### src/rtl/regfile_wb_scheduler_pkg.sv
// Purpose : shared defaults and requester indices for the regfile writeback scheduler.
// Latency : n/a (constants and a helper function only).
// Backpressure: n/a.
package regfile_pkg;

  localparam int XLEN   = 32;
  localparam int REG_AW = 5;
  localparam int NREQ   = 3;

  // Writeback requester slots on the shared write port.
  localparam int REQ_ALU    = 0;
  localparam int REQ_LSU    = 1;
  localparam int REQ_MULDIV = 2;

  // Width of an index into n requesters (at least 1 bit).
  function automatic int idx_w(input int n);
    return (n > 1) ? $clog2(n) : 1;
  endfunction

endpackage

### src/rtl/regfile_wb_scheduler_if.sv
// Purpose : bundles the writeback, register-file write, issue and hazard-query signals.
// Latency : n/a (wiring only).
// Backpressure: wb_ready per requester; iss_ready blocks dispatch on WAW.
// Ports   : slave = scheduler side, master = execution units / issue / regfile side.
interface regfile_wb_scheduler_if
  import regfile_pkg::*;
#(
  parameter int XLEN_P   = XLEN,
  parameter int REG_AW_P = REG_AW,
  parameter int NREQ_P   = NREQ
);

  logic [NREQ_P-1:0]          wb_valid;
  logic [NREQ_P-1:0]          wb_ready;
  logic [NREQ_P*REG_AW_P-1:0] wb_rd;
  logic [NREQ_P*XLEN_P-1:0]   wb_data;
  logic [REG_AW_P-1:0]        rf_rd;
  logic [XLEN_P-1:0]          rf_data;
  logic                       iss_valid;
  logic [REG_AW_P-1:0]        iss_rd;
  logic                       iss_ready;
  logic [REG_AW_P-1:0]        q_rs1;
  logic [REG_AW_P-1:0]        q_rs2;
  logic                       hz_rs1;
  logic                       hz_rs2;
  logic                       err_wb_nobusy;

  modport slave (
    input  wb_valid, wb_rd, wb_data, iss_valid, iss_rd, q_rs1, q_rs2,
    output wb_ready, rf_rd, rf_data, iss_ready, hz_rs1, hz_rs2, err_wb_nobusy
  );

  modport master (
    output wb_valid, wb_rd, wb_data, iss_valid, iss_rd, q_rs1, q_rs2,
    input  wb_ready, rf_rd, rf_data, iss_ready, hz_rs1, hz_rs2, err_wb_nobusy
  );

endinterface

### src/rtl/regfile_wb_scheduler_rr_arbiter.sv
// Purpose : round-robin arbiter; first requester at or above ptr (wrapping) wins.
// Latency : 0 cycles (purely combinational).
// Backpressure: losers simply see no grant and must hold their request.
// Ports   : req[N], ptr -> one-hot gnt[N], encoded gnt_idx (0 when no grant).
module rr_arbiter
  import regfile_pkg::*;
#(
  parameter int N  = NREQ,
  parameter int PW = idx_w(N)
) (
  input  logic [N-1:0]  req,
  input  logic [PW-1:0] ptr,
  output logic [N-1:0]  gnt,
  output logic [PW-1:0] gnt_idx
);

  logic found;

  always_comb begin
    gnt     = '0;
    gnt_idx = '0;
    found   = 1'b0;
    for (int k = 0; k < N; k++) begin
      int j;
      // ptr is always < N, so one subtraction is enough to wrap.
      j = int'(ptr) + k;
      if (j >= N) j = j - N;
      if (!found && req[j]) begin
        found      = 1'b1;
        gnt[j]     = 1'b1;
        gnt_idx    = PW'(j);
      end
    end
  end

endmodule

### src/rtl/regfile_wb_scheduler.sv
// Purpose : shares the single regfile write port among NREQ writeback sources
//           (round-robin) and keeps a busy scoreboard for RAW/WAW detection.
// Latency : 0 cycles for grant, rf write, iss_ready and hazards; state updates at the edge.
// Backpressure: one wb_ready per cycle; requesters hold until granted, nothing is buffered.
// Ports   : clk, rst (async, active-low), bus (regfile_wb_scheduler_if.slave).
module regfile_wb_scheduler
  import regfile_pkg::*;
#(
  parameter int XLEN_P   = XLEN,
  parameter int REG_AW_P = REG_AW,
  parameter int NREQ_P   = NREQ
) (
  input  logic                  clk,
  input  logic                  rst,
  regfile_wb_scheduler_if.slave bus
);

  localparam int PW   = idx_w(NREQ_P);
  localparam int NREG = 2 ** REG_AW_P;

  logic [PW-1:0]       rr_ptr;
  logic [NREG-1:0]     busy;
  logic                err_q;
  logic [NREQ_P-1:0]   gnt;
  logic [PW-1:0]       gnt_idx;
  logic                grant;
  logic [REG_AW_P-1:0] sel_rd;
  logic [XLEN_P-1:0]   sel_data;
  logic                iss_rdy;

  rr_arbiter #(.N(NREQ_P), .PW(PW)) u_arb (
    .req     (bus.wb_valid),
    .ptr     (rr_ptr),
    .gnt     (gnt),
    .gnt_idx (gnt_idx)
  );

  // Reset forces the port idle, overriding whatever the arbiter picked.
  assign grant = rst & (|gnt);

  always_comb begin
    sel_rd   = '0;
    sel_data = '0;
    for (int i = 0; i < NREQ_P; i++) begin
      if (rst && gnt[i]) begin
        sel_rd   = sel_rd   | bus.wb_rd[i*REG_AW_P +: REG_AW_P];
        sel_data = sel_data | bus.wb_data[i*XLEN_P +: XLEN_P];
      end
    end
  end

  // Ready looks only at registered busy bits: a same-cycle clear does not
  // open the gate, so set and clear never collide on one bit.
  assign iss_rdy = ~busy[bus.iss_rd] | (bus.iss_rd == '0);

  assign bus.wb_ready      = {NREQ_P{rst}} & gnt;
  assign bus.rf_rd         = sel_rd;
  assign bus.rf_data       = sel_data;
  assign bus.iss_ready     = iss_rdy;
  assign bus.hz_rs1        = busy[bus.q_rs1] & (bus.q_rs1 != '0);
  assign bus.hz_rs2        = busy[bus.q_rs2] & (bus.q_rs2 != '0);
  assign bus.err_wb_nobusy = err_q;

  always_ff @(posedge clk or negedge rst) begin
    if (!rst) begin
      rr_ptr <= '0;
      busy   <= '0;
      err_q  <= 1'b0;
    end else begin
      if (grant) begin
        rr_ptr <= (gnt_idx == PW'(NREQ_P - 1)) ? '0 : gnt_idx + PW'(1);
      end
      // Writebacks to x0 are accepted but leave the scoreboard alone.
      if (grant && sel_rd != '0) begin
        busy[sel_rd] <= 1'b0;
        if (!busy[sel_rd]) err_q <= 1'b1;
      end
      if (bus.iss_valid && iss_rdy && bus.iss_rd != '0) begin
        busy[bus.iss_rd] <= 1'b1;
      end
    end
  end

endmodule

### src/flat_wrapper.sv
// flat-port wrapper written by rule: the top's interface ports become plain ports
module regfile_wb_scheduler_flat import regfile_pkg::*;
#(
  parameter int XLEN_P   = XLEN,
  parameter int REG_AW_P = REG_AW,
  parameter int NREQ_P   = NREQ
)
  (clk, rst, bus_wb_valid, bus_wb_rd, bus_wb_data, bus_iss_valid, bus_iss_rd, bus_q_rs1, bus_q_rs2, bus_wb_ready, bus_rf_rd, bus_rf_data, bus_iss_ready, bus_hz_rs1, bus_hz_rs2, bus_err_wb_nobusy);
  regfile_wb_scheduler_if #(.XLEN_P(XLEN_P), .REG_AW_P(REG_AW_P), .NREQ_P(NREQ_P)) bus_i ();
  input  logic clk;
  input  logic rst;
  input wire logic [$bits(bus_i.wb_valid)-1:0] bus_wb_valid;
  input wire logic [$bits(bus_i.wb_rd)-1:0] bus_wb_rd;
  input wire logic [$bits(bus_i.wb_data)-1:0] bus_wb_data;
  input wire logic [$bits(bus_i.iss_valid)-1:0] bus_iss_valid;
  input wire logic [$bits(bus_i.iss_rd)-1:0] bus_iss_rd;
  input wire logic [$bits(bus_i.q_rs1)-1:0] bus_q_rs1;
  input wire logic [$bits(bus_i.q_rs2)-1:0] bus_q_rs2;
  output wire logic [$bits(bus_i.wb_ready)-1:0] bus_wb_ready;
  output wire logic [$bits(bus_i.rf_rd)-1:0] bus_rf_rd;
  output wire logic [$bits(bus_i.rf_data)-1:0] bus_rf_data;
  output wire logic [$bits(bus_i.iss_ready)-1:0] bus_iss_ready;
  output wire logic [$bits(bus_i.hz_rs1)-1:0] bus_hz_rs1;
  output wire logic [$bits(bus_i.hz_rs2)-1:0] bus_hz_rs2;
  output wire logic [$bits(bus_i.err_wb_nobusy)-1:0] bus_err_wb_nobusy;
  assign bus_i.wb_valid = bus_wb_valid;
  assign bus_i.wb_rd = bus_wb_rd;
  assign bus_i.wb_data = bus_wb_data;
  assign bus_i.iss_valid = bus_iss_valid;
  assign bus_i.iss_rd = bus_iss_rd;
  assign bus_i.q_rs1 = bus_q_rs1;
  assign bus_i.q_rs2 = bus_q_rs2;
  assign bus_wb_ready = bus_i.wb_ready;
  assign bus_rf_rd = bus_i.rf_rd;
  assign bus_rf_data = bus_i.rf_data;
  assign bus_iss_ready = bus_i.iss_ready;
  assign bus_hz_rs1 = bus_i.hz_rs1;
  assign bus_hz_rs2 = bus_i.hz_rs2;
  assign bus_err_wb_nobusy = bus_i.err_wb_nobusy;
  regfile_wb_scheduler #(.XLEN_P(XLEN_P), .REG_AW_P(REG_AW_P), .NREQ_P(NREQ_P)) u_core (.clk(clk), .rst(rst), .bus(bus_i));
endmodule
### config.mk
export PLATFORM = sky130hd
export DESIGN_NAME = regfile_wb_scheduler_flat
export DESIGN_NICKNAME = d
export VERILOG_FILES = /design/src/rtl/regfile_wb_scheduler_pkg.sv /design/src/rtl/regfile_wb_scheduler_if.sv /design/src/rtl/regfile_wb_scheduler_rr_arbiter.sv /design/src/rtl/regfile_wb_scheduler.sv /design/src/flat_wrapper.sv
export SDC_FILE = /design/constraint.sdc
export NUM_CORES = 1
export LEC_CHECK = 0
export ABC_AREA = 1
export CAP_MARGIN = 25
export CORE_MARGIN = 1
export CORE_UTILIZATION = 45
export CTS_BUF_LIST = sky130_fd_sc_hd__clkbuf_4 sky130_fd_sc_hd__clkbuf_8
export DETAILED_ROUTE_END_ITERATION = 12
export PLACE_DENSITY = 0.89
export SLEW_MARGIN = 0
export SYNTH_ARGS = -nofsm -noshare
export SYNTH_HDL_FRONTEND = slang
export SYNTH_SLANG_ARGS = --single-unit
export TNS_END_PERCENT = 30
### constraint.sdc
create_clock -name clk -period 4 [get_ports clk]
set_input_delay 0.4 -clock clk [delete_from_list [all_inputs] [get_ports clk]]
set_output_delay 0.4 -clock clk [all_outputs]
set_load 0.01 [all_outputs]
### Yosys cells after proc, flatten, opt, wreduce, memory -nomap -nowiden

Cells that the tools add are included.

* bits in read-only memories: 0
* bits in writable memories: 0
* memories: 0
* latch bits: 0
* bits in registers: 35

* equality and inequality tests: 1
* add/subtract/negate cells: 6
* bitwise logic cells: 16
* divide/modulo/power cells: 0
* reductions and logical operators: 22
* shifts and indexed selects: 0
* muxes and demuxes: 47
* magnitude comparators: 15
* multipliers: 0

Operators by type and width (number)
* 32-bit 2-to-1 mux: 8
* 32-bit by 1-bit greater-or-equal comparator with 1-bit output, second input constant: 3
* 32-bit by 4-bit less-than comparator with 1-bit output, second input constant: 3
* 32-bit bitwise OR: 3
* 32-bit AND: 1
* 32-bit NOT: 1
* 5-bit by 6-bit less-than comparator with 1-bit output, second input constant: 4
* 1-bit binary-select mux with 5-bit select: 4
* 5-bit nonzero test: 4
* 1-bit 2-to-1 mux: 17
* 5-bit 2-to-1 mux: 3
* 1-bit logical AND: 13
* 1-bit demux with 5-bit select: 2
* 5-bit by 1-bit greater-or-equal comparator with 1-bit output, second input constant: 2
* 5-bit bitwise OR: 2
* 3-bit 2-to-1 mux: 3
* 2-bit 2-to-1 mux: 4
* 3-bit by 2-bit subtractor with 4-bit output, second input constant: 2
* 1-bit binary-select mux with 2-bit select: 3
* 1-bit demux with 2-bit select: 3
* 3-bit by 2-bit greater-or-equal comparator with 1-bit output, second input constant: 2
* 3-bit bitwise OR: 2
* 5-bit zero test: 1
* 2-bit by 1-bit adder with 3-bit output, second input constant: 1
* 12 further kinds: 16

### Logic depth before layout (Yosys ltp)

Gate-level depths: netlist (run 1).

* word-level depth: 27
* mapped depth: 23
* mapped depth without buffers: 23

### Hierarchy

Synthesis (run 1) repeated with hierarchy kept, for this count alone.

* cell total of the unflattened synthesis: 728
* area, all modules: 4091.4 um^2

Modules (own cells, without submodules)
* regfile_wb_scheduler: instances 1, area each 3774.9 um^2, seq. area each 875.8 um^2, cells each 666
* rr_arbiter: instances 1, area each 316.6 um^2, seq. area each 0.0 um^2, cells each 62

### Least setup slack after synthesis (run 1)

No wires, ideal clock.

* kind: flip-flop to output port
* from: register u_core.rr_ptr[0]
* to: output port bus_rf_data[22]
* stages on the path, launching flop included: 16
* setup slack: 1.569 ns
* buffers on the path: 1
* required time: 3.600 ns
* arrival: 2.031 ns
* cell sequence: dfrtp_1 inv_1 ha_1 inv_2 nand2_1 nand3_1 nand2_2 nand2_2 nand2_2 nand2_1 nand2_2 nand2_2 inv_1 buf_1 nand2_1 nand3_1

* word-level cells in the longest chain between the ends: 18
* elaborated cells on any way between the ends: 54

RTL lines
* start, declared: RTL line regfile_wb_scheduler.sv:21 `logic [PW-1:0] rr_ptr;`
* start signal, assigned: RTL line regfile_wb_scheduler.sv:71 `rr_ptr <= (gnt_idx == PW'(NREQ_P - 1)) ? '0 : gnt_idx + PW'(1);`
* parallel branches: the longest is 11 deep, another holds 32-bit by 1-bit greater-or-equal comparator with 1-bit output
* 3-bit 2-to-1 mux (*): RTL line regfile_wb_scheduler_rr_arbiter.sv:28 `if (!found && req[j]) begin`
* 1-bit logical AND: RTL line regfile_wb_scheduler.sv:45 `if (rst && gnt[i]) begin`
* 32-bit 2-to-1 mux: RTL line regfile_wb_scheduler.sv:45
* 32-bit bitwise OR: RTL line regfile_wb_scheduler.sv:47 `sel_data = sel_data | bus.wb_data[i*XLEN_P +: XLEN_P];`
* 32-bit 2-to-1 mux: RTL line regfile_wb_scheduler.sv:45
* 32-bit bitwise OR: RTL line regfile_wb_scheduler.sv:47
* 32-bit 2-to-1 mux (*): RTL line regfile_wb_scheduler.sv:45
* end, declared: RTL line flat_wrapper.sv:21 `output wire logic [$bits(bus_i.rf_data)-1:0] bus_rf_data;`

Every way passes the cells marked *. The select of a mux whose other input is x is not followed.

### Final worst setup path (run 1)

* from: register u_core.rr_ptr[0]
* to: output port bus_rf_rd[2]

* word-level cells in the longest chain between the ends: 18
* elaborated cells on any way between the ends: 54

RTL lines
* parallel branches: the longest is 11 deep, another holds 32-bit by 1-bit greater-or-equal comparator with 1-bit output
* 3-bit 2-to-1 mux (*): RTL line regfile_wb_scheduler_rr_arbiter.sv:28
* 1-bit logical AND: RTL line regfile_wb_scheduler.sv:45
* 5-bit 2-to-1 mux: RTL line regfile_wb_scheduler.sv:45
* 5-bit bitwise OR: RTL line regfile_wb_scheduler.sv:46 `sel_rd = sel_rd | bus.wb_rd[i*REG_AW_P +: REG_AW_P];`
* 5-bit 2-to-1 mux: RTL line regfile_wb_scheduler.sv:45
* 5-bit bitwise OR: RTL line regfile_wb_scheduler.sv:46
* 5-bit 2-to-1 mux (*): RTL line regfile_wb_scheduler.sv:45
* end, declared: RTL line flat_wrapper.sv:20 `output wire logic [$bits(bus_i.rf_rd)-1:0] bus_rf_rd;`

Marked as above.

==> results of run 1 <==
final cells by class:
| cell class | instances | area [um^2] | area share, % |
|---|---|---|---|
| Sequential cell | 35 | 876 | 15.4 |
| Multi-Input combinational cell | 510 | 2520 | 44.4 |
| Clock buffer | 6 | 76.3 | 1.35 |
| Timing Repair Buffer | 180 | 1790 | 31.5 |
| Tap cell | 105 | 131 | 2.32 |
| Inverter | 74 | 283 | 4.99 |
worst max-delay path: stages (launching register included):
cell                              delay, ps
sky130_fd_sc_hd__dfrtp_1                380
sky130_fd_sc_hd__inv_1                   80
sky130_fd_sc_hd__ha_1                   410
sky130_fd_sc_hd__inv_2                   90
sky130_fd_sc_hd__nand2_1                 70
sky130_fd_sc_hd__nand3_1                 90
sky130_fd_sc_hd__nand2_2                110
sky130_fd_sc_hd__nand3_1                110
sky130_fd_sc_hd__nand2_1                 90
sky130_fd_sc_hd__inv_2                   40
sky130_fd_sc_hd__nand2_4                 70
sky130_fd_sc_hd__nand2_4                 60
sky130_fd_sc_hd__inv_4                  290
sky130_fd_sc_hd__nand2_1                110
sky130_fd_sc_hd__o21ai_2                100
sky130_fd_sc_hd__nor2_4                  60
sky130_fd_sc_hd__inv_2                  110
sky130_fd_sc_hd__clkdlybuf4s50_1        570
state kept, by name, summed over array words and instances (netlist names):
signal	cells
u_core.bus.err_wb_nobusy	1
u_core.busy	32
u_core.rr_ptr	2
timing repair:
| action | CTS | global route |
|---|---|---|
| endpoints found under the hold margin | 2 | 0 |
| hold buffers | 1 | 0 |
| gates resized for setup | 0 | 0 |
Yosys cell counts:
| cell | count | area share [%] |
|---|---|---|
| sky130_fd_sc_hd__a21oi_1 | 33 | 4.4 |
| sky130_fd_sc_hd__a22o_1 | 2 | 0.46 |
| sky130_fd_sc_hd__a22oi_1 | 14 | 2.8 |
| sky130_fd_sc_hd__a311oi_1 | 4 | 0.92 |
| sky130_fd_sc_hd__buf_1 | 1 | 0.099 |
| sky130_fd_sc_hd__buf_12 | 1 | 0.53 |
| sky130_fd_sc_hd__buf_6 | 1 | 0.30 |
| sky130_fd_sc_hd__buf_8 | 1 | 0.40 |
| sky130_fd_sc_hd__clkbuf_1 | 17 | 1.7 |
| sky130_fd_sc_hd__dfrtp_1 | 35 | 23 |
| sky130_fd_sc_hd__ha_1 | 4 | 1.3 |
| sky130_fd_sc_hd__inv_1 | 51 | 5.0 |
| sky130_fd_sc_hd__inv_2 | 21 | 2.1 |
| sky130_fd_sc_hd__inv_4 | 2 | 0.33 |
| sky130_fd_sc_hd__nand2_1 | 215 | 21 |
| sky130_fd_sc_hd__nand2_2 | 12 | 2.0 |
| sky130_fd_sc_hd__nand2_4 | 5 | 1.5 |
| sky130_fd_sc_hd__nand3_1 | 49 | 6.5 |
| sky130_fd_sc_hd__nand3_2 | 4 | 1.1 |
| sky130_fd_sc_hd__nand3_4 | 3 | 1.4 |
| sky130_fd_sc_hd__nand3b_4 | 1 | 0.53 |
| sky130_fd_sc_hd__nand4_1 | 10 | 1.7 |
| sky130_fd_sc_hd__nor2_1 | 27 | 2.7 |
| sky130_fd_sc_hd__nor2_2 | 1 | 0.17 |
| sky130_fd_sc_hd__nor2_4 | 1 | 0.30 |
| sky130_fd_sc_hd__nor3_1 | 8 | 1.1 |
| sky130_fd_sc_hd__nor4b_1 | 1 | 0.23 |
| sky130_fd_sc_hd__o211ai_1 | 2 | 0.40 |
| sky130_fd_sc_hd__o21ai_0 | 42 | 5.5 |
| sky130_fd_sc_hd__o21ai_1 | 63 | 8.3 |
| sky130_fd_sc_hd__o21ai_2 | 6 | 1.4 |
| sky130_fd_sc_hd__o221ai_1 | 3 | 0.69 |
report_power, final:
part	leakage (uW)	internal [uW]	total [uW]	switching, uW
clock network	0.0000406	123	240	117
registers	0.000434	515	765	250
logic	0.00201	1260	3030	1770
routing by layer:
metal	routed length, um	vias up
met4	318	0
met1	5800	2292
met5	0	-
met2	6830	320
li1	-	2456
met3	1900	41
cell families (layout without fill, tap and decap cells):
group	count (synthesis)	count (layout)	synth area share, %
AND/OR/NAND/NOR	337	337	40.3
adder cells (fa/ha/maj)	4	4	1.32
flip-flops	35	35	23.1
buffers and inverters	95	260	10.5
AO/OA/AOI/OAI	169	169	24.9
per-stage QoR:
step	hold slack [ps]	std cells	worst slack [ps]	power, uW
after floorplan	104	640	1570	2560
after global placement	276	903	798	3650
after detailed placement	280	903	770	3740
after CTS	474	910	470	3990
after global routing	509	910	188	4350
final	468	910	434	4030
layout by cell type (no fill, tap or decap), types with 2 or more instances in the layout:
cell type and n:
sky130_fd_sc_hd__nand2_1 215, sky130_fd_sc_hd__clkdlybuf4s50_1 174, sky130_fd_sc_hd__o21ai_1 63, sky130_fd_sc_hd__inv_1 51
sky130_fd_sc_hd__nand3_1 49, sky130_fd_sc_hd__o21ai_0 42, sky130_fd_sc_hd__dfrtp_1 35, sky130_fd_sc_hd__a21oi_1 33
sky130_fd_sc_hd__nor2_1 27, sky130_fd_sc_hd__inv_2 21, sky130_fd_sc_hd__a22oi_1 14, sky130_fd_sc_hd__nand2_2 12
sky130_fd_sc_hd__nand4_1 10, sky130_fd_sc_hd__nor3_1 8, sky130_fd_sc_hd__o21ai_2 6, sky130_fd_sc_hd__nand2_4 5
sky130_fd_sc_hd__clkbuf_8 5, sky130_fd_sc_hd__nand3_2 4, sky130_fd_sc_hd__a311oi_1 4, sky130_fd_sc_hd__ha_1 4
sky130_fd_sc_hd__buf_4 4, sky130_fd_sc_hd__nand3_4 3, sky130_fd_sc_hd__o221ai_1 3, sky130_fd_sc_hd__inv_4 2
sky130_fd_sc_hd__a22o_1 2, sky130_fd_sc_hd__o211ai_1 2
worst paths after layout:
check                                                     start                              endpoint  slack [ps]  depth (start not counted)
min in group asynchronous                                   rst          u_core.rr_ptr[0]$_DFFE_PN0P_         560                          2
max in group asynchronous                                   rst              u_core.busy[8]$_DFF_PN0_        2690                          3
max                                u_core.rr_ptr[0]$_DFFE_PN0P_                          bus_rf_rd[2]         430                         17
max reg2reg                        u_core.rr_ptr[0]$_DFFE_PN0P_             u_core.busy[23]$_DFF_PN0_         980                         19
min reg2reg                u_core.bus.err_wb_nobusy$_DFFE_PN0P_  u_core.bus.err_wb_nobusy$_DFFE_PN0P_         470                          2
min                        u_core.bus.err_wb_nobusy$_DFFE_PN0P_  u_core.bus.err_wb_nobusy$_DFFE_PN0P_         470                          2
==> metrics.log, run 1 <==
INFO  metric outcome = finished clean
INFO  metric met2_usage_grt = roughly 56%
INFO  metric dr.pass1.iters = 5
INFO  metric dr_iter_0_viols = 322
INFO  metric cts-buffers-inserted = 5
INFO  metric clock-root-buffer = sky130_fd_sc_hd__clkbuf_8
INFO  metric tightest_slew = ~770 ps
INFO  metric pin_count = between 150 and 200
INFO  metric worst_hold_path_type = reg2reg
INFO  metric num_antenna_cells = 0
INFO  metric synth.yosys.seq_area_share = about 23%
INFO  metric drt_wl_total = 14,900 um
INFO  metric tritoncts_num_sinks = 35
INFO  metric htreeDepth = 2
INFO  metric dieHeight = 93.8 um
INFO  metric timing.max_slew.rel_slack = 48.2%
INFO  metric overflow = 0
INFO  metric routedWlPerCell = 16.3 um
INFO  metric global_route.peak_usage_layer = met2
INFO  metric synthDistinctLibCells = 32
INFO  metric cellPowerDensity = 711 mW/mm^2
INFO  metric nFillCells = between 700 and 800
INFO  metric detailroute.via_count = 5,109
INFO  metric dpl-instance-area = ~0.0056 mm^2
INFO  metric fin_tns_setup = 0 ps
INFO  metric timing.setup.critical_path_class = reg2out
INFO  metric finalInstanceArea = 0.00567 mm^2
INFO  metric finClkSkew = 5.30 ps
INFO  metric drcViolationCount = 0
INFO  metric synth.net_count = 776
INFO  metric initial_core_util = 46.4%
INFO  metric ant_nets = 0
INFO  metric critPathLaunchType = register
INFO  metric hpwlAfterDp = around 12,000 um
INFO  metric cts.reportedPaths.clkPinSlew = around 70 ps
INFO  metric leakagePower = 0.00248 uW
INFO  metric layout_min_cycle_time = 3570 ps
INFO  metric area_growth_syn_to_layout = 49.6%
INFO  metric global_route.usage.total = between 30% and 40%
INFO  metric postSynthCellCount = 640
INFO  metric post_synth.cell_area_avg = 5.92 um^2
INFO  metric layout_cells_sized_above_1 = under 10%
INFO  metric core_area = 0.00818 mm^2
INFO  metric postCtsSetupRepairBufs = 0
INFO  metric design.final.nets = between 900 and 1,000
INFO  metric data_arrival_time_of_the_critical_path = roughly 3200 ps
INFO  metric die-area = 0.00880 mm^2
INFO  metric detail_route.vias_per_cell = 5.61
INFO  metric finalHoldViolCount = 0
INFO  metric cts_tree = built
INFO  metric grt_antenna_before_repair = 0
INFO  metric setup_viol_count_final = 0
INFO  metric place.gp.congestion = 0.988
INFO  metric cts-root-to-sink-buffers = 2
INFO  metric netlist_area = 0.00379 mm^2
INFO  metric grt_met3_usage = under 10%
INFO  metric final_min_period_over_clock_period = between 80% and 90%
INFO  metric number_of_max_slew_violations_in_the_final_report = 0
INFO  metric grt_start_max_net_pins = 38
INFO  metric synth.ff_latch_count = 35
INFO  metric path_max_fanout = 37
INFO  metric ir_drop = 0.000416 V
INFO  metric cp_data_required_time = 3600 ps
INFO  metric grt_pass1_wl = about 23,000 um
INFO  metric finalCoreUtilization = a little over two thirds
INFO  metric overall_die_width = 93.8 um
INFO  metric fp-row-count = 33
INFO  metric number_of_global_route_vias_before_repair = 4,714
INFO  metric rsz_0062_raised_after_global_routing = no
INFO  metric insertion_delay_of_the_later_clocked_pin_in_the_worst_skew_pair = 280 ps
INFO  metric buffer_ports.inserted = 175
INFO  metric maxCapViolations = 0
INFO  metric clock.fmax = roughly 0.28 GHz
INFO  metric end_kind = primary output
INFO  metric ys.warnings.count = 0
INFO  metric grtUsageMet1 = 42.7%
Note: power is estimated with default switching activity, not from simulation.
==> run 2: changes to the inputs <==
CORE_UTILIZATION = 39   (was 45)
PLACE_DENSITY = 0.83   (was 0.89)
clock period = 2.9 ns   (was 4 ns; I/O delays follow)
==> metrics.log, run 2 (synthesis results as in run 1) <==
INFO  metric critPathLaunchType = register (unchanged)
INFO  metric data_arrival_time_of_the_critical_path = 2540 ps (was 3170 ps)
INFO  metric dieHeight = 101 um (was 93.8 um)
INFO  metric tightest_slew = 441 ps (was 773 ps)
INFO  metric cts-root-to-sink-buffers = 2 (unchanged)
INFO  metric path_max_fanout = 16 (was 37)
INFO  metric routedWlPerCell = 16.1 um (was 16.3 um)
INFO  metric leakagePower = 0.00268 uW (was 0.00248 uW)
INFO  metric power.net_switching = 3070 uW (was 2130 uW)
INFO  metric cts_tree = built (unchanged)
INFO  metric cellPowerDensity = 977 mW/mm^2 (was 711 mW/mm^2)
INFO  metric clock.fmax = around 0.35 GHz
INFO  metric overflow = 0 (unchanged)
INFO  metric detail_route.vias_per_cell = 5.35 (was 5.61)
INFO  metric initial_core_util = 40.6% (was 46.4%)
INFO  metric clockPowerShare = 7.9% (was 6.0%)
INFO  metric number_of_max_slew_violations_in_the_final_report = 0 (unchanged)
INFO  metric core_area = 0.00933 mm^2 (was 0.00818 mm^2)
INFO  metric final_cell_mix = 214 x sky130_fd_sc_hd__nand2_1, 135 x sky130_fd_sc_hd__clkdlybuf4s50_1, 64 x sky130_fd_sc_hd__o21ai_1 (was 215 x sky130_fd_sc_hd__nand2_1, 174 x sky130_fd_sc_hd__clkdlybuf4s50_1, 63 x sky130_fd_sc_hd__o21ai_1)
INFO  metric finalInstanceArea = 0.00590 mm^2 (was 0.00567 mm^2)
INFO  metric rr_startpoint = u_core.rr_ptr[1]$_DFFE_PN0P_ (was u_core.rr_ptr[0]$_DFFE_PN0P_)
INFO  metric layout_cells_sized_above_1 = 13.5% (was 8.32%)
INFO  metric timing.max_slew.rel_slack = 70.5% (was 48.2%)
INFO  metric cts-buffers-inserted = 5 (unchanged)
INFO  metric buffer_ports.inserted = 175 (unchanged)
INFO  metric rsz_0062_raised_after_global_routing = yes (was no)
INFO  metric insertion_delay_of_the_later_clocked_pin_in_the_worst_skew_pair = 300 ps (was 280 ps)
INFO  metric num_antenna_cells = 0 (unchanged)
INFO  metric layout_min_cycle_time = about 2800 ps
INFO  metric largest_register_ffs = 32 (unchanged)
INFO  metric cts.reportedPaths.clkPinSlew = 80 ps (was 70 ps)
INFO  metric hpwlAfterDp = 12,100 um (was 11,600 um)
INFO  metric registers.top_by_ff_count = u_core.busy (unchanged)
INFO  metric p_comb_share = 73.8% (was 75.1%)
INFO  metric grt_antenna_before_repair = 0 (unchanged)
INFO  metric pin_count = 176 (unchanged)
INFO  metric seq_power_share = 18.2% (was 19.0%)
INFO  metric detailroute.via_count = 5,119 (was 5,109)
INFO  metric power_report.internal_total = 2700 uW (was 1900 uW)
INFO  metric layout_commonest_cell = sky130_fd_sc_hd__nand2_1 (unchanged)
INFO  metric place.gp.congestion = 0.945 (was 0.988)
INFO  metric design.final.nets = 962 (was 942)
INFO  metric drt_wl_total = 15,400 um (was 14,900 um)
INFO  metric clock-root-buffer = sky130_fd_sc_hd__clkbuf_8 (unchanged)
INFO  metric htreeDepth = 2 (unchanged)
INFO  metric die-area = 0.0101 mm^2 (was 0.00880 mm^2)
INFO  metric grt_start_max_net_pins = 34 (was 38)
INFO  metric setup_viol_count_final = 0 (unchanged)
INFO  metric overall_die_width = 101 um (was 93.8 um)
INFO  metric dpl-instance-area = 0.00575 mm^2 (was 0.00559 mm^2)
INFO  metric fp-row-count = 35 (was 33)
INFO  metric cp_data_required_time = 2610 ps (was 3600 ps)
INFO  metric worst_setup_path_startpoint = u_core.rr_ptr[1]$_DFFE_PN0P_ (was u_core.rr_ptr[0]$_DFFE_PN0P_)
INFO  metric stdcell_count = 956 (was 910)
INFO  metric maxCapViolations = 0 (unchanged)
INFO  metric outcome = finished clean (unchanged)
INFO  metric global_route.usage.total = 30.2% (was 33.7%)
INFO  metric grt_pass1_wl = 24,200 um (was 23,200 um)
INFO  metric area_growth_syn_to_layout = 55.7% (was 49.6%)
INFO  metric power_switching_share = 53.1% (was 53.0%)
INFO  metric number_of_global_route_vias_before_repair = 4,887 (was 4,714)
INFO  metric dr.pass1.iters = 6 (was 5)
INFO  metric tritoncts_num_sinks = 35 (unchanged)
INFO  metric nFillCells = 864 (was 704)
INFO  metric end_kind = primary output (unchanged)
INFO  metric dr_iter_0_viols = 423 (was 322)
INFO  metric finClkSkew = 10.8 ps (was 5.30 ps)
INFO  metric ant_nets = 0 (unchanged)
INFO  metric timing.setup.critical_path_class = reg2out (unchanged)
INFO  metric ir_drop = 0.000490 V (was 0.000416 V)
INFO  metric drcViolationCount = 0 (unchanged)
INFO  metric dpl.cell_count = 941 (was 903)
INFO  metric worst_hold_path_type = in2async (was reg2reg)
INFO  metric finalHoldViolCount = 0 (unchanged)
INFO  metric final_min_period_over_clock_period = 97.7%
## run 2: changes by cell type in the layout (fill, tap and decap cells not counted), sizes merged
cell | previous run | this run
clkbuf | 6 | 19
clkinv | 0 | 1
dlygate4sd2 | 0 | 8
buf | 5 | 24
clkdlybuf4s15 | 0 | 17
inv | 74 | 75
bufbuf | 0 | 1
clkdlybuf4s50 | 174 | 135
bufinv | 0 | 1
## run 2: area by class of cell
type | instances | area, um^2 | share of cell area [%]
timing repair buffer | 200 | 1910 | 32.3
inverter | 74 | 288 | 4.87
multi-input combinational | 510 | 2560 | 43.3
clock buffer | 5 | 68.8 | 1.17
sequential | 35 | 876 | 14.8
clock inverter | 3 | 47.5 | 0.805
tap | 129 | 161 | 2.73
## run 2: timing repair
action / CTS / global route
buffers inserted: 4 / 1
gates resized for setup: 48 / 51
setup endpoints to repair: 40 / 38
endpoints found under the hold margin: 2 / 0
cloned: 1 / 0
pin swaps: 3 / 0
hold buffers: 1 / 0
## run 2: final timing paths
path	to	slack, ps	cells past startpoint
max in group asynchronous	u_core.busy[29]$_DFF_PN0_	1730	3
min reg2reg	u_core.bus.err_wb_nobusy$_DFFE_PN0P_	480	2
min	u_core.rr_ptr[1]$_DFFE_PN0P_	430	2
max	bus_rf_data[28]	70	16
max reg2reg	u_core.busy[22]$_DFF_PN0_	200	22
min in group clk	u_core.bus.err_wb_nobusy$_DFFE_PN0P_	480	2
## run 2: routing by layer
metal | GRT usage, % | up-vias | share of wire [%]
li1 | - | 2506 | -
met1 | 40.9 | 2307 | 43
met2 | 48.8 | 276 | 45
met3 | 6.10 | 30 | 9.9
met4 | 8.58 | 0 | 2.1
met5 | 0 | - | 0
## run 2: metrics by stage
step | utilization (%) | hold slack (ps) | power, uW | setup WS, ps | TNS (ps)
6_report | 63.3 | 425 | 5770 | 65.6 | 0
2_1_floorplan | - | -5.59 | 3530 | 579 | 0
5_1_grt | 63.3 | 459 | 6210 | -77.2 | -820
3_3_place_gp | 61.6 | 200 | 5240 | 95.2 | 0
4_1_cts | 63.4 | 423 | 5680 | 11.5 | 0
3_5_place_dp | 61.6 | 201 | 5340 | -5.15 | -5.15
## run 2: worst max-delay path, stage by stage, from the launching register on
cell and delay, ps:
sky130_fd_sc_hd__dfrtp_1 430, sky130_fd_sc_hd__inv_2 110, sky130_fd_sc_hd__ha_2 210, sky130_fd_sc_hd__inv_2 60, sky130_fd_sc_hd__nand2_1 80, sky130_fd_sc_hd__nand2_2 80
sky130_fd_sc_hd__nand2_4 120, sky130_fd_sc_hd__nand2_2 70, sky130_fd_sc_hd__nand2_2 70, sky130_fd_sc_hd__nand2_1 60, sky130_fd_sc_hd__nand2_2 90, sky130_fd_sc_hd__nand2_4 80
sky130_fd_sc_hd__inv_2 90, sky130_fd_sc_hd__bufbuf_16 280, sky130_fd_sc_hd__nand2_1 60, sky130_fd_sc_hd__nand3_1 70, sky130_fd_sc_hd__dlygate4sd2_1 260
## run 2: power by group through the flow
stage | Sequential, uW | Combinational, uW | Clock [uW]
after floorplan | 891 | 2640 | 0
after global placement | 1030 | 4210 | 0
after detailed placement | 1030 | 4300 | 0
after CTS | 1020 | 4200 | 459
after global routing | 1070 | 4660 | 476
final | 1050 | 4260 | 458
==> run 3: changes to the inputs <==
GPL_TIMING_DRIVEN = 0   (was not set)
==> metrics.log, run 3 (synthesis results as in run 1) <==
INFO  metric dpl.cell_count = 941 (unchanged)
INFO  metric global_route.usage.total = 29.9% (was 30.2%)
INFO  metric overflow = 0 (unchanged)
INFO  metric grt_pass1_wl = 24,100 um (was 24,200 um)
INFO  metric number_of_max_slew_violations_in_the_final_report = 0 (unchanged)
INFO  metric layout_cells_sized_above_1 = 11.6% (was 13.5%)
INFO  metric outcome = finished clean (unchanged)
INFO  metric cts-buffers-inserted = 5 (unchanged)
INFO  metric dr.pass1.iters = 6 (unchanged)
INFO  metric insertion_delay_of_the_later_clocked_pin_in_the_worst_skew_pair = 290 ps (was 300 ps)
INFO  metric worstPathCellList = inv_2, ha_4, inv_2, nand2_1, nand3_1, nand2_2, nand3_1, nand2_1, inv_2, nand2_4, nand2_4, inv_6, nand2_2, nand3b_4, buf_6, clkdlybuf4s15_1 (was inv_2, ha_2, inv_2, nand2_1, nand2_2, nand2_4, nand2_2, nand2_2, nand2_1, nand2_2, nand2_4, inv_2, bufbuf_16, nand2_1, nand3_1, dlygate4sd2_1)
INFO  metric cts-root-to-sink-buffers = 2 (unchanged)
INFO  metric grt_start_max_net_pins = 38 (was 34)
INFO  metric timing.critical_path.slowest_stage_cell = sky130_fd_sc_hd__dfrtp_1 (unchanged)
INFO  metric data_arrival_time_of_the_critical_path = 2470 ps (was 2540 ps)
INFO  metric tightest_slew = 475 ps (was 441 ps)
INFO  metric number_of_global_route_vias_before_repair = 4,944 (was 4,887)
INFO  metric routedWlPerCell = 15.9 um (was 16.1 um)
INFO  metric finalHoldViolCount = 0 (unchanged)
INFO  metric design.final.nets = 960 (was 962)
INFO  metric leakagePower = 0.00276 uW (was 0.00268 uW)
INFO  metric final_cell_mix = 214 x sky130_fd_sc_hd__nand2_1, 130 x sky130_fd_sc_hd__clkdlybuf4s50_1, 63 x sky130_fd_sc_hd__o21ai_1 (was 214 x sky130_fd_sc_hd__nand2_1, 135 x sky130_fd_sc_hd__clkdlybuf4s50_1, 64 x sky130_fd_sc_hd__o21ai_1)
INFO  metric ant_nets = 0 (unchanged)
INFO  metric detail_route.vias_per_cell = 5.39 (was 5.35)
INFO  metric initial_core_util = 40.6% (unchanged)
INFO  metric area_growth_syn_to_layout = 55.9% (was 55.7%)
INFO  metric grt_antenna_before_repair = 0 (unchanged)
INFO  metric stdcell_count = 954 (was 956)
INFO  metric tritoncts_num_sinks = 35 (unchanged)
INFO  metric cp_data_required_time = 2610 ps (about the same)
INFO  metric htreeDepth = 2 (unchanged)
INFO  metric layout_commonest_cell = sky130_fd_sc_hd__nand2_1 (unchanged)
INFO  metric clock-root-buffer = sky130_fd_sc_hd__clkbuf_8 (unchanged)
INFO  metric setup_viol_count_final = 0 (unchanged)
INFO  metric cts_tree = built (unchanged)
INFO  metric timing.setup.critical_path_class = reg2out (unchanged)
INFO  metric end_kind = primary output (unchanged)
INFO  metric rrSetupSlack = 170 ps (was 200 ps)
INFO  metric buffer_ports.inserted = 171 (was 175)
INFO  metric dpl-instance-area = 0.00568 mm^2 (was 0.00575 mm^2)
INFO  metric dieHeight = 101 um (unchanged)
INFO  metric finalInstanceArea = 0.00591 mm^2 (was 0.00590 mm^2)
INFO  metric top_cell_family_by_delay_on_the_critical_path = simple AND/OR/NAND/NOR gates (was buffers and inverters)
INFO  metric core_area = 0.00933 mm^2 (unchanged)
INFO  metric critPathLaunchType = register (unchanged)
INFO  metric maxCapViolations = 0 (unchanged)
INFO  metric path_max_fanout = 10 (was 16)
INFO  metric overall_die_width = 101 um (unchanged)
INFO  metric num_antenna_cells = 0 (unchanged)
INFO  metric fin_hold_ws = 345 ps (was 425 ps)
INFO  metric pin_count = 176 (unchanged)
INFO  metric largest_register_ffs = 32 (unchanged)
INFO  metric timing.max_slew.rel_slack = 68.3% (was 70.5%)
INFO  metric ir_drop = 0.000408 V (was 0.000490 V)
INFO  metric clock.fmax = 0.363 GHz (was 0.353 GHz)
INFO  metric critical_path.max_stage_delay = 390 ps (was 430 ps)
INFO  metric total_power = 5780 uW (was 5770 uW)
INFO  metric nFillCells = 886 (was 864)
INFO  metric drt_wl_total = 15,200 um (was 15,400 um)
INFO  metric cts.reportedPaths.clkPinSlew = 70 ps (was 80 ps)
INFO  metric worst_hold_path_type = in2async (unchanged)
INFO  metric fp-row-count = 35 (unchanged)
INFO  metric worst-path-buf-inv = 6 (was 5)
INFO  metric dr_iter_0_viols = 437 (was 423)
INFO  metric final_min_period_over_clock_period = 95.0% (was 97.7%)
INFO  metric most_numerous_cell_on_the_critical_path = sky130_fd_sc_hd__inv_2 (was sky130_fd_sc_hd__nand2_2)
INFO  metric drcViolationCount = 0 (unchanged)
INFO  metric registers.top_by_ff_count = u_core.busy (unchanged)
INFO  metric rsz_0062_raised_after_global_routing = no (was yes)
INFO  metric cellPowerDensity = 978 mW/mm^2 (was 977 mW/mm^2)
INFO  metric hpwlAfterDp = 12,000 um (was 12,100 um)
INFO  metric layout_min_cycle_time = 2760 ps (was 2830 ps)
INFO  metric die-area = 0.0101 mm^2 (unchanged)
INFO  metric finClkSkew = 8.81 ps (was 10.8 ps)
INFO  metric place.gp.congestion = 0.951 (was 0.945)
INFO  metric detailroute.via_count = 5,141 (was 5,119)
run 3: layout make-up:
| cell class | instances | area, um^2 | area share (%) |
|---|---|---|---|
| Clock buffer | 7 | 83.8 | 1.42 |
| Multi-Input combinational cell | 510 | 2560 | 43.3 |
| Inverter | 74 | 290 | 4.91 |
| Sequential cell | 35 | 876 | 14.8 |
| Timing Repair Buffer | 177 | 1730 | 29.3 |
| Clock inverter | 1 | 5.00 | 0.0847 |
| Buffer | 21 | 201 | 3.41 |
| Tap cell | 129 | 161 | 2.73 |
run 3: final timing paths:
| kind | endpoint | cells after the start | from |
|---|---|---|---|
| max in group asynchronous | u_core.busy[1]$_DFF_PN0_ | 3 | rst |
| min in group clk | u_core.bus.err_wb_nobusy$_DFFE_PN0P_ | 2 | u_core.bus.err_wb_nobusy$_DFFE_PN0P_ |
| hold reg to reg | u_core.bus.err_wb_nobusy$_DFFE_PN0P_ | 2 | u_core.bus.err_wb_nobusy$_DFFE_PN0P_ |
| hold / removal | u_core.busy[20]$_DFF_PN0_ | 2 | rst |
| setup / recovery | bus_rf_rd[1] | 16 | u_core.rr_ptr[0]$_DFFE_PN0P_ |
| setup reg to reg | u_core.busy[13]$_DFF_PN0_ | 20 | u_core.rr_ptr[0]$_DFFE_PN0P_ |
run 3: worst register-to-register path: stages, from the launching register on:
cell and delay (ps):
sky130_fd_sc_hd__dfrtp_1 390, sky130_fd_sc_hd__inv_2 80, sky130_fd_sc_hd__ha_4 310, sky130_fd_sc_hd__inv_2 60, sky130_fd_sc_hd__nand2_1 60, sky130_fd_sc_hd__nand3_1 80, sky130_fd_sc_hd__nand2_2 110, sky130_fd_sc_hd__nand3_1 110
sky130_fd_sc_hd__nand2_1 100, sky130_fd_sc_hd__inv_2 50, sky130_fd_sc_hd__nand2_4 70, sky130_fd_sc_hd__nand2_4 70, sky130_fd_sc_hd__inv_6 110, sky130_fd_sc_hd__nand2_1 80, sky130_fd_sc_hd__o21ai_2 80, sky130_fd_sc_hd__nor2_4 80
sky130_fd_sc_hd__buf_4 140, sky130_fd_sc_hd__nor2_1 240, sky130_fd_sc_hd__inv_1 160, sky130_fd_sc_hd__o21ai_1 160, sky130_fd_sc_hd__o21ai_1 80
run 3: stage by stage:
stage | setup slack [ps] | util, % | setup TNS (ps)
3_3_place_gp | -1440 | 60.7 | -76650
2_1_floorplan | 579 | - | 0
5_1_grt | 1.56 | 63.4 | 0
3_5_place_dp | -349 | 60.9 | -8790
6_report | 144 | 63.4 | 0
4_1_cts | -122 | 63.0 | -122
run 3: power by group:
group / leakage, uW / switching [uW] / internal, uW / total (uW)
Clock: 0.0000491 / 171 / 187 / 358
Sequential: 0.000434 / 350 / 710 / 1060
Combinational: 0.00228 / 2580 / 1790 / 4360
run 3: timing repair:
| action | 4_1_cts | 5_1_grt |
|---|---|---|
| resized for setup | 70 | 29 |
| endpoints found under the setup margin | 40 | 38 |
| pin swaps | 2 | 2 |
| buffers inserted | 2 | 2 |
| hold buffers | 1 | 0 |
| endpoints found under the hold margin | 4 | 0 |
run 3: layer usage:
layer  routed length (um)  vias up  global-route usage (%)  part of all wire, %
li1                     -     2501                       -                    -
met1                 6320     2351                    40.0                   42
met2                 7200      270                    50.3                   47
met3                 1500       19                    4.85                  9.9
met4                  176        0                    7.36                  1.2
met5                    0        -                       0                    0
